`src/rtl/vga_text_pkg.sv`:
```
// rtl/vga_text_pkg.sv - shared constants and types for the VGA text layer
// Glyph geometry, pipeline latency and RGB222 colour constants.
package vga_text_pkg;

  localparam int CHAR_W  = 8;
  localparam int CHAR_H  = 16;
  localparam int LATENCY = 4;

  typedef logic [5:0] rgb222_t;

  localparam rgb222_t COLOR_FG_DEFAULT = 6'h3F;
  localparam rgb222_t COLOR_BG_DEFAULT = 6'h01;
  localparam rgb222_t COLOR_BLACK      = 6'h00;

endpackage

```
`src/rtl/vga_delay_line.sv`:
```
// rtl/vga_delay_line.sv - fixed-depth register chain with a per-instance reset value
// Keeps side-band signals aligned with the memory fetch pipeline.
module vga_delay_line #(
  parameter int               WIDTH       = 1,
  parameter int               DEPTH       = 1,
  parameter logic [WIDTH-1:0] RESET_VALUE = '0
) (
  input  logic             clk,
  input  logic             rst_n,
  input  logic [WIDTH-1:0] din,
  output logic [WIDTH-1:0] dout
);

  logic [WIDTH-1:0] stage_q [DEPTH];
  logic [WIDTH-1:0] stage_d [DEPTH];

  always_comb begin
    stage_d[0] = din;
    for (int i = 1; i < DEPTH; i++) begin
      stage_d[i] = stage_q[i-1];
    end
  end

  always_ff @(posedge clk or negedge rst_n) begin
    if (!rst_n) begin
      for (int i = 0; i < DEPTH; i++) begin
        stage_q[i] <= RESET_VALUE;
      end
    end else begin
      for (int i = 0; i < DEPTH; i++) begin
        stage_q[i] <= stage_d[i];
      end
    end
  end

  assign dout = stage_q[DEPTH-1];

endmodule

```
`src/rtl/vga_text_layer.sv`:
```
// rtl/vga_text_layer.sv - text-mode pixel stage: (x, y, syncs) to RGB222 via char RAM and font ROM
// Optional blinking underline cursor when TEXT_CURSOR_EN is defined.
module vga_text_layer
  import vga_text_pkg::*;
#(
  parameter int      COLS         = 80,
  parameter int      ROWS         = 30,
  parameter int      H_ACTIVE     = 640,
  parameter int      V_ACTIVE     = 480,
  parameter rgb222_t FG_COLOR     = COLOR_FG_DEFAULT,
  parameter rgb222_t BG_COLOR     = COLOR_BG_DEFAULT,
`ifdef TEXT_CURSOR_EN
  parameter int      BLINK_FRAMES = 30,
`endif
  parameter int      AW           = $clog2(COLS * ROWS)
) (
  input  logic          clk,
  input  logic          rst_n,
  input  logic [9:0]    x,
  input  logic [9:0]    y,
  input  logic          hs_in,
  input  logic          vs_in,
  output logic [AW-1:0] char_addr,
  input  logic [7:0]    char_data,
  output logic [10:0]   glyph_addr,
  input  logic [7:0]    glyph_data,
`ifdef TEXT_CURSOR_EN
  input  logic [6:0]    cursor_col,
  input  logic [4:0]    cursor_row,
`endif
  output logic [5:0]    rgb,
  output logic          hs_out,
  output logic          vs_out
);

  localparam int PXW = $clog2(CHAR_W);
  localparam int GRW = $clog2(CHAR_H);

  logic            active_in;
  logic [9-PXW:0]  col_idx;
  logic [9-GRW:0]  row_idx;
  logic            active_d3;
  logic [PXW-1:0]  px_d3;
  logic [GRW-1:0]  grow_d2;
  logic            glyph_bit;
  logic            pix_on;

  logic [AW-1:0]   char_addr_q, char_addr_d;
  logic            inv_q, inv_d;
  rgb222_t         rgb_q, rgb_d;

  assign active_in = (x < 10'(H_ACTIVE)) && (y < 10'(V_ACTIVE));
  assign col_idx   = x[9:PXW];
  assign row_idx   = y[9:GRW];

  vga_delay_line #(.WIDTH(2), .DEPTH(LATENCY), .RESET_VALUE(2'b11)) u_sync_dl (
    .clk(clk), .rst_n(rst_n), .din({hs_in, vs_in}), .dout({hs_out, vs_out})
  );

  vga_delay_line #(.WIDTH(1 + PXW), .DEPTH(LATENCY - 1), .RESET_VALUE('0)) u_pix_dl (
    .clk(clk), .rst_n(rst_n), .din({active_in, x[PXW-1:0]}), .dout({active_d3, px_d3})
  );

  vga_delay_line #(.WIDTH(GRW), .DEPTH(2), .RESET_VALUE('0)) u_grow_dl (
    .clk(clk), .rst_n(rst_n), .din(y[GRW-1:0]), .dout(grow_d2)
  );

  assign glyph_addr = {char_data[6:0], grow_d2};
  assign glyph_bit  = glyph_data[PXW'(CHAR_W - 1) - px_d3];

`ifdef TEXT_CURSOR_EN
  localparam int BCW = (BLINK_FRAMES > 1) ? $clog2(BLINK_FRAMES) : 1;

  logic           hit_in, hit_d3;
  logic           vs_prev_q, vs_prev_d;
  logic [BCW-1:0] blink_cnt_q, blink_cnt_d;
  logic           phase_q, phase_d;

  // Underline: last two glyph rows of the cursor cell; off-screen cursors never match.
  assign hit_in = active_in
               && (int'(cursor_col) < COLS) && (int'(cursor_row) < ROWS)
               && (int'(col_idx) == int'(cursor_col))
               && (int'(row_idx) == int'(cursor_row))
               && (y[GRW-1:0] >= GRW'(CHAR_H - 2));

  vga_delay_line #(.WIDTH(1), .DEPTH(LATENCY - 1), .RESET_VALUE(1'b0)) u_hit_dl (
    .clk(clk), .rst_n(rst_n), .din(hit_in), .dout(hit_d3)
  );

  always_comb begin
    vs_prev_d   = vs_in;
    blink_cnt_d = blink_cnt_q;
    phase_d     = phase_q;
    if (vs_prev_q && !vs_in) begin
      if (blink_cnt_q == BCW'(BLINK_FRAMES - 1)) begin
        blink_cnt_d = '0;
        phase_d     = ~phase_q;
      end else begin
        blink_cnt_d = blink_cnt_q + 1'b1;
      end
    end
  end

  assign pix_on = (hit_d3 && phase_q) ? 1'b1 : (glyph_bit ^ inv_q);
`else
  assign pix_on = glyph_bit ^ inv_q;
`endif

  always_comb begin
    char_addr_d = active_in ? AW'(AW'(row_idx) * AW'(COLS) + AW'(col_idx)) : '0;
    inv_d       = char_data[7];
    rgb_d       = active_d3 ? (pix_on ? FG_COLOR : BG_COLOR) : COLOR_BLACK;
  end

  always_ff @(posedge clk or negedge rst_n) begin
    if (!rst_n) begin
      char_addr_q <= '0;
      inv_q       <= 1'b0;
      rgb_q       <= COLOR_BLACK;
`ifdef TEXT_CURSOR_EN
      vs_prev_q   <= 1'b1;
      blink_cnt_q <= '0;
      phase_q     <= 1'b0;
`endif
    end else begin
      char_addr_q <= char_addr_d;
      inv_q       <= inv_d;
      rgb_q       <= rgb_d;
`ifdef TEXT_CURSOR_EN
      vs_prev_q   <= vs_prev_d;
      blink_cnt_q <= blink_cnt_d;
      phase_q     <= phase_d;
`endif
    end
  end

  assign char_addr = char_addr_q;
  assign rgb       = rgb_q;

endmodule

```
`config.mk`:
```
export PLATFORM = sky130hd
export DESIGN_NAME = vga_text_layer
export DESIGN_NICKNAME = d
export VERILOG_FILES = /design/src/rtl/vga_text_pkg.sv /design/src/rtl/vga_delay_line.sv /design/src/rtl/vga_text_layer.sv
export SDC_FILE = /design/constraint.sdc
export NUM_CORES = 1
export LEC_CHECK = 0
export ABC_AREA = 1
export CAP_MARGIN = 20
export CORE_MARGIN = 3
export CORE_UTILIZATION = 43
export CTS_CLUSTER_SIZE = 40
export DETAILED_ROUTE_END_ITERATION = 12
export PLACE_DENSITY = 0.84
export SYNTH_ARGS = -nofsm -noshare
export SYNTH_HDL_FRONTEND = slang
export SYNTH_SLANG_ARGS = --single-unit
export TNS_END_PERCENT = 10
```
`constraint.sdc`:
```
create_clock -name clk -period 1.2 [get_ports clk]
set_input_delay 0.24 -clock clk [delete_from_list [all_inputs] [get_ports clk]]
set_output_delay 0.24 -clock clk [all_outputs]
set_load 0.01 [all_outputs]
```
==> results.cfg, run 1 <==
[finish]
nets = 295
antenna_cells = 0
area_delta_synth_final_pct = 48.6
multi_input_area_sq_um = 661
seq_area_sq_um = 1090
final_design_area_no_fill_sq_um = 2690
fin_util = 0.697
fillers = 301
drive_above_1_share = 0.288

[logic_synthesis]
synth_top_cell_by_area = dfrtp_1
syn-cell-area_sq_um = 1810
synth_top_cell_area_share = 0.484
syn_area_per_cell_sq_um = 10.5
yosysWarningCount = 0
synth.yosys.seq_area_share = 0.601
syn-num-nets = 225
postSynthCellCount = 172
synthTopCellsByArea = dfrtp_1 48%, dfstp_2 12%, ha_1 7.6%, inv_1 6.2%, nand2_1 5.8%
synth_seq_cells = 43
synthDistinctLibCells = 20

[critical_path]
reg2reg_depth = 6
cp_max_fo = 3
path_class = in2reg
cp-start-kind = input port
timing.rr.start = u_pix_dl.dout[0]
worstPathRequired_ns = 1.37
cp.arrival_ns = 1.75
reg2reg_slack_ns = 0.12
setup.worst_path.end_class = flop
reg2reg_to = rgb[4]

[place]
hpwlAfterDp_mm = 2.61
place_congestion = 0.882
portBuffers = 56
post_dp_cell_area_sq_um = 2500
post-place-ws_ns = -1.14

[power_and_ir_drop]
irDropWorstVdd_uv = 572
total_power_mw = 3.35
p_leak_nw = 1.36
power.density_nw_per_um2 = 1250

[sta]
relSlewSlack = 0.797
setup_viol = 5
max_freq_ghz = 0.635
rsz0062_at_grt = yes
timing.final.hold_violations = 0
drv_slew = 0
layout_min_cycle_time_ns = 1.57
fin_skew_ns = 0.00401
tightest_slew_ns = 0.304
min_period_over_period = 1.31
setup_slack_ns = -0.374

[global_routing]
use_met3 = 0.0511
use_met2 = 0.273
grt_overflow = 0
grt_pass1_wl_mm = 5.93
groute.usage.overall = 0.152
grt_max_degree = 32
grt_pass1_vias = 1328
met1_usage = 0.168
grt.busiest_layer = met2
antenna_found_initial = 0

[clock_tree]
clkSlewWorstSetupHoldPaths_ns = 0.08
cts-buffers-inserted = 5
clockBufferDepth = 2
cts-root-buf = clkbuf_8
clock_sinks = 43
cts_tree = done
htree_levels = 2
clk-insertion-delay-late_ns = 0.28

[floorplan]
ios = 71
die_area_sq_um = 5020
coreArea_sq_um = 3850
start_util = 0.469
std_cell_rows = 22
die_x_microns = 70.8
die_y_microns = 70.8

[drt]
firstDrtPassIters = 4
dr.first_iter.drc_count = 73
via_count = 1328
wire_per_inst_microns = 11.9
wl_mm = 3.47
vias_per_cell = 4.56
drc_errors = 0
final_antenna_net_count = 0

[outcome]
violations = negative setup slack
status = finished with violations

[min_path]
min_delay_path_depth = 0
hold_start = u_pix_dl.stage_d[4]
hold_end = u_pix_dl.stage_d[0]
min_path_type = reg2reg

[job]
cap_violations = 0
[where the power goes]
group / internal, mW / switching (mW) / total [mW]
Clock: 0.673 / 0.435 / 1.11
Sequential: 1.55 / 0.0271 / 1.57
Combinational: 0.350 / 0.319 / 0.670
Total: 2.57 / 0.781 / 3.35
[worst max path at each step]
| stage | endpoint | start | depth (start not counted) | slack [ns] |
|---|---|---|---|---|
| 2_1_floorplan | char_addr[11] | y[7] | 10 | -0.53 |
| 3_3_place_gp | char_addr[11] | y[5] | 11 | -1.06 |
| 3_5_place_dp | char_addr[10] | y[5] | 9 | -1.14 |
| 4_1_cts | char_addr[10] | y[5] | 10 | -0.39 |
| 5_1_grt | char_addr[9] | y[5] | 10 | -0.43 |
| 6_report | char_addr[11] | y[7] | 11 | -0.37 |
[layout make-up]
type / count / area share
sequential: 43 / 0.404
inverter: 30 / 0.0419
tap: 48 / 0.0224
timing repair buffer: 75 / 0.242
clock inverter: 2 / 0.0130
clock buffer: 6 / 0.0307
multi-input combinational: 87 / 0.246
[Yosys cell counts]
master / number
and2_4: 1
dfrtp_1: 35
a21oi_1: 4
nor2_2: 1
inv_1: 30
o21a_1: 1
buf_2: 1
nor3b_2: 1
nand2_1: 28
xor2_1: 2
ha_1: 11
nand3_1: 13
nor3_2: 1
nor2_1: 19
o21ai_1: 1
dfstp_2: 8
a21boi_0: 1
nand3b_1: 1
buf_4: 11
fa_1: 2
[metrics by stage]
| step | setup TNS, ns | cells | hold slack [ns] |
|---|---|---|---|
| detailed placement | -9.44 | 278 | 0.145 |
| floorplan | -1.88 | 172 | -0.0556 |
| global placement | -8.86 | 278 | 0.140 |
| global route | -1.56 | 291 | 0.344 |
| finish | -1.30 | 291 | 0.345 |
| CTS | -1.41 | 290 | 0.347 |
[cells in the final DEF, fill, tap and decap left out, types with 3 or more instances in the layout]
cell	instances
dfrtp_1	35
inv_1	27
nand2_1	27
clkdlybuf4s50_1	23
nor2_1	17
buf_4	17
nand3_1	12
dlygate4sd2_1	12
buf_2	10
dfstp_2	8
ha_4	7
clkdlybuf4s15_1	7
clkbuf_8	6
a21oi_1	4
ha_1	4
inv_2	3
[kinds of logic (layout without fill, tap and decap cells)]
| group | Yosys count | after routing | share of synthesized area |
|---|---|---|---|
| AND/OR/NAND/NOR | 65 | 65 | 0.158 |
| flip-flops | 43 | 43 | 0.601 |
| buffers and inverters | 42 | 113 | 0.111 |
| adder cells (fa/ha/maj) | 13 | 13 | 0.0983 |
| AO/OA/AOI/OAI | 7 | 7 | 0.0221 |
| XOR/XNOR | 2 | 2 | 0.00969 |
[sequential cells by signal (all words and copies together), names as in the netlist]
register           count
char_addr             12
u_pix_dl.stage_d       8
u_grow_dl.stage_d      4
u_sync_dl.dout         2
u_grow_dl.dout         4
u_sync_dl.stage_d      6
u_pix_dl.dout          4
inv_q                  1
rgb                    2
[metal layers]
layer / routed length [microns] / vias to the layer above / part of all wire
li1: - / 649 / -
met4: 40 / 0 / 0.012
met3: 267 / 6 / 0.077
met5: 0 / - / 0
met1: 1310 / 621 / 0.38
met2: 1860 / 52 / 0.54
[worst max-delay path: stages]
cell	delay, ns
buf_6	0.10
ha_4	0.24
ha_4	0.16
inv_2	0.05
fa_2	0.44
nor2_2	0.12
nand3_2	0.11
nor2_4	0.11
nand3_1	0.08
nand2_1	0.07
nor2_1	0.04
[what timing repair did]
action	CTS	global route
gates resized for setup	81	18
buffers inserted	3	1
hold endpoints to repair	4	0
pin swaps	17	7
endpoints found under the setup margin	37	22
hold buffers	1	0
(Power assumes the default switching activity.)
==> run 2: changes to the inputs <==
--- a/config.mk
+++ b/config.mk
@@ -8,10 +8,10 @@
 export ABC_AREA = 1
 export CAP_MARGIN = 20
 export CORE_MARGIN = 3
-export CORE_UTILIZATION = 43
+export CORE_UTILIZATION = 39
 export CTS_CLUSTER_SIZE = 40
 export DETAILED_ROUTE_END_ITERATION = 12
-export PLACE_DENSITY = 0.84
+export PLACE_DENSITY = 0.81
 export SYNTH_ARGS = -nofsm -noshare
 export SYNTH_HDL_FRONTEND = slang
 export SYNTH_SLANG_ARGS = --single-unit
==> constraint.sdc (replaced) <==
create_clock -name clk -period 1.4 [get_ports clk]
set_input_delay 0.28 -clock clk [delete_from_list [all_inputs] [get_ports clk]]
set_output_delay 0.28 -clock clk [all_outputs]
set_load 0.01 [all_outputs]
==> run 2 against run 1 <==
The run still ends with negative setup slack left. Clock power decreased by 28%. Register-to-register slack improved by 0.22 ns. Clock skew about the same. First-iteration DRC count decreased by 21%. Global-route usage decreased by 1.8 points. Final cell count increased by 1.4%. Die area increased by 9.4%. Non-clock buffer count unchanged. Hold slack improved by 0.0081 ns. Critical endpoint unchanged. Largest cell class unchanged. Largest power group unchanged.
==> results.cfg, run 2 (synthesized netlist as in run 1, its figures left out) <==
[outcome]
status = finished with violations
violations = negative setup slack

[sta]
min_period_over_period = 1.19
max_freq_ghz = 0.598
timing.final.hold_violations = 0
setup_slack_ns = -0.272
fin_skew_ns = 0.00411
setup_viol = 4
layout_min_cycle_time_ns = 1.67
drv_slew = 0
rsz0062_at_grt = yes
relSlewSlack = 0.780
tightest_slew_ns = 0.331

[place]
dpl.cell_count = 284
place_congestion = 0.772
hpwlAfterDp_mm = 2.60
portBuffers = 56

[floorplan]
coreArea_sq_um = 4410
die_y_microns = 74.1
die_area_sq_um = 5490
std_cell_rows = 24
die_x_microns = 74.1
ios = 71
start_util = 0.410

[global_routing]
grt_pass1_vias = 1319
grt_pass1_wl_mm = 5.46
grt_overflow = 0
groute.usage.overall = 0.133
grt_max_degree = 31
antenna_found_initial = 0

[finish]
layout_common_cells = 35 x dfrtp_1, 28 x inv_1, 26 x nand2_1
layout_commonest_cell = dfrtp_1
drive_above_1_share = 0.259
largest_reg_flops = 12
area_delta_synth_final_pct = 49.1
fin_cells = 295
nets = 295
antenna_cells = 0

[clock_tree]
clockBufferDepth = 2
cts_tree = done
clk-insertion-delay-late_ns = 0.30
htree_levels = 2
cts-buffers-inserted = 5
clkSlewWorstSetupHoldPaths_ns = 0.08
cts-root-buf = clkbuf_8
clock_sinks = 43

[critical_path]
worstPathRequired_ns = 1.58
cp-start-kind = input port
critical_path.max_stage_delay_ns = 0.48
setup.worst_path.end_class = flop
cp.arrival_ns = 1.86
cp_max_fo = 3
critical_path.slowest_cell = fa_2
reg2reg_slack_ns = 0.34
crit_chain = buf_6 > ha_4 > ha_4 > inv_2 > fa_2 > nor2_4 > nand3_4 > nor2_4 > nand3_2 > nand2_1 > nor2_1
path_class = in2reg

[power_and_ir_drop]
p_leak_nw = 1.38
power.density_nw_per_um2 = 1010
total_power_mw = 2.73
irDropWorstVdd_uv = 383

[drt]
drc_errors = 0
wire_per_inst_microns = 11.9
final_antenna_net_count = 0
dr.first_iter.drc_count = 58
vias_per_cell = 4.43
wl_mm = 3.52
via_count = 1307
firstDrtPassIters = 4

[min_path]
min_path_type = reg2reg

[job]
cap_violations = 0
-- run 2: worst max-delay path: cells and delay by family --
family	cells	cell delay, ns
adder cells (fa/ha/maj)	3	0.86
buffers and inverters	2	0.14
AND/OR/NAND/NOR	6	0.57
-- run 2: repair_timing --
action | CTS | global route
setup endpoints to repair | 31 | 6
hold endpoints to repair | 13 | 0
pin swaps | 14 | 9
hold buffers | 1 | 0
gates resized for setup | 59 | 10
setup buffers | 1 | 1
-- run 2: layout make-up --
cell class,count,area (sq um)
fill,376,1720
sequential,43,1090
timing repair buffer,75,676
multi-input combinational,87,664
inverter,30,113
clock buffer,5,68.8
tap,52,65.1
clock inverter,3,23.8
-- run 2: power by group --
part	switching (mW)	internal, mW
clock network	0.437	0.356
logic	0.287	0.305
registers	0.0211	1.32
-- run 2: worst paths after layout --
| check | startpoint | endpoint | cells past startpoint |
|---|---|---|---|
| min in group asynchronous | rst_n | u_pix_dl.stage_d[5] | 2 |
| min reg2reg | u_grow_dl.stage_d[3] | u_grow_dl.dout[3] | 0 |
| max | y[7] | char_addr[11] | 11 |
| min | u_grow_dl.stage_d[3] | u_grow_dl.dout[3] | 0 |
| max in group asynchronous | rst_n | u_sync_dl.dout[0] | 3 |
| max reg2reg | u_pix_dl.dout[0] | rgb[4] | 6 |
-- run 2: metrics by stage --
stage          setup TNS, ns   util  instance area (sq um)  hold slack, ns  setup WS [ns]
2_1_floorplan          -1.14      -                   1850         -0.0156         -0.374
3_3_place_gp           -6.27  0.571                   2520           0.193         -0.899
3_5_place_dp           -6.80  0.571                   2520           0.203          -1.02
4_1_cts               -0.783  0.603                   2660           0.355         -0.290
5_1_grt                -1.17  0.611                   2700           0.353         -0.327
6_report              -0.905  0.611                   2700           0.353         -0.272
-- run 2: metal layers --
layer  GRT usage  share of wire  vias up
li1            -              -      649
met3      0.0378          0.084       13
met2       0.251           0.53       47
met1       0.133           0.36      598
met4      0.0644          0.025        0
met5           0              0        -
==> run 3: changes to the inputs <==
--- a/config.mk
+++ b/config.mk
@@ -8,10 +8,10 @@
 export ABC_AREA = 1
 export CAP_MARGIN = 20
 export CORE_MARGIN = 3
-export CORE_UTILIZATION = 39
+export CORE_UTILIZATION = 43
 export CTS_CLUSTER_SIZE = 40
 export DETAILED_ROUTE_END_ITERATION = 12
-export PLACE_DENSITY = 0.81
+export PLACE_DENSITY = 0.84
 export SYNTH_ARGS = -nofsm -noshare
 export SYNTH_HDL_FRONTEND = slang
 export SYNTH_SLANG_ARGS = --single-unit
==> constraint.sdc (replaced) <==
create_clock -name clk -period 1.7 [get_ports clk]
set_input_delay 0.34 -clock clk [delete_from_list [all_inputs] [get_ports clk]]
set_output_delay 0.34 -clock clk [all_outputs]
set_load 0.01 [all_outputs]
==> run 3 against run 2 <==
Hold slack worse by 0.26 ns. Global-route usage up 1.9 points. Design area up 0.88%. Clock power rose by 15%. The flow now finishes without violations. Critical endpoint is now char_addr[9]. Utilization grew 9.5 points. Largest cell class unchanged. Largest power group unchanged. Sequential power down 18%. Final cell count shrank 2.4%. Sequential share of layout area shrank 0.35 points. Wire length is 1.9% lower. Combinational power fell by 16%.
==> results.cfg, run 3 (synthesized netlist as in run 1, its figures left out) <==
[global_routing]
grt_overflow = 0
antenna_found_initial = 0
use_met2 = 0.278
grt_pass1_vias = 1359
grt_max_degree = 44
met1_usage = 0.160
grt.busiest_layer = met2
use_met3 = 0.0483
groute.usage.overall = 0.153
grt_pass1_wl_mm = 5.90

[clock_tree]
cts_tree = done
clkSlewWorstSetupHoldPaths_ns = 0.08
cts-buffers-inserted = 5
cts_hold_buffers = 0
clock_sinks = 43
clockBufferDepth = 2
htree_levels = 2
cts-root-buf = clkbuf_8
clk-insertion-delay-late_ns = 0.29

[sta]
fin_skew_ns = 0.00321
min_period_over_period = 0.991
drv_slew = 0
rsz0062_at_grt = yes
setup_slack_ns = 0.0155
hold_ws_ns = 0.0946
timing.final.hold_violations = 0
layout_min_cycle_time_ns = 1.68
setup_viol = 0
max_freq_ghz = 0.594
tightest_slew_ns = 0.511
relSlewSlack = 0.660

[floorplan]
start_util = 0.469
coreArea_sq_um = 3850
ios = 71
die_y_microns = 70.8
die_area_sq_um = 5020
std_cell_rows = 22
die_x_microns = 70.8

[finish]
fin_cells = 288
multi_input_area_sq_um = 663
area_delta_synth_final_pct = 50.4
layout_common_cells = 46 x clkdlybuf4s50_1, 35 x dfrtp_1, 28 x inv_1
seq_area_sq_um = 1090
drive_above_1_share = 0.246
antenna_cells = 0
fillers = 284
largest_reg_flops = 12
nets = 292
layout_commonest_cell = clkdlybuf4s50_1

[critical_path]
worstPathRequired_ns = 1.91
timing.rr.start = u_pix_dl.dout[0]
setup.worst_path.start = y[5]
setup.worst_path.end_class = flop
cp_max_fo = 3
path_class = in2reg
cp.arrival_ns = 1.90
cp-start-kind = input port

[drt]
vias_per_cell = 4.56
final_antenna_net_count = 0
via_count = 1314
drc_errors = 0
wire_per_inst_microns = 12.0
wl_mm = 3.46
dr.first_iter.drc_count = 36
firstDrtPassIters = 4

[power_and_ir_drop]
p_leak_nw = 1.32
irDropWorstVdd_uv = 351
power.density_nw_per_um2 = 928

[place]
place_congestion = 0.881
portBuffers = 56
dpl.cell_count = 278
hpwlAfterDp_mm = 2.62
post-place-ws_ns = -0.728

[outcome]
status = finished clean

[job]
cap_violations = 0

[min_path]
min_path_type = in2async
==> run 3: power breakdown <==
group,switching [mW],leakage [nW],total [mW],internal [mW]
Sequential,0.0203,0.518,1.11,1.09
Clock,0.330,0.0644,0.915,0.585
Combinational,0.232,0.735,0.497,0.265
Total,0.582,1.32,2.52,1.94
==> run 3: repair_timing <==
item,4_1_cts,5_1_grt
resized for setup,31,9
buffers inserted,2,0
endpoints found under the setup margin,4,5
pin swaps,13,2
==> run 3: worst max-delay path, cell delays in order <==
cell,delay (ns)
buf_2,0.12
ha_4,0.27
ha_4,0.12
inv_2,0.03
fa_2,0.38
xor2_4,0.26
nor2_4,0.07
buf_4,0.13
nor3b_2,0.15
==> run 3: final cells by class <==
class / count / area share
Clock buffer: 5 / 0.0253
Tap cell: 48 / 0.0221
Timing Repair Buffer: 72 / 0.243
Clock inverter: 3 / 0.0248
Multi-Input combinational cell: 87 / 0.244
Inverter: 30 / 0.0414
Sequential cell: 43 / 0.399
==> run 3: routing by layer <==
| metal | wire length, microns | part of all wire |
|---|---|---|
| met5 | 0 | 0 |
| met4 | 72 | 0.021 |
| met2 | 1780 | 0.51 |
| met1 | 1310 | 0.38 |
| met3 | 295 | 0.085 |
==> run 3: final timing paths <==
path / end / slack (ns) / cells after the start
max: char_addr[9] / 0.02 / 9
min: u_grow_dl.dout[3] / 0.09 / 2
max reg2reg: rgb[4] / 0.60 / 6
min reg2reg: u_pix_dl.dout[1] / 0.35 / 0
max in group asynchronous: u_sync_dl.stage_d[3] / 1.22 / 2
min in group clk: u_pix_dl.dout[1] / 0.35 / 0
==> run 3: through the flow <==
stage | total power, mW | area [sq um] | utilization | setup TNS, ns
after floorplan | 1.36 | 1850 | - | -0.272
after global placement | 1.57 | 2490 | 0.645 | -3.52
after detailed placement | 1.59 | 2490 | 0.645 | -3.81
after CTS | 2.54 | 2690 | 0.699 | 0
after global routing | 2.65 | 2720 | 0.706 | -0.109
final | 2.52 | 2720 | 0.706 | 0
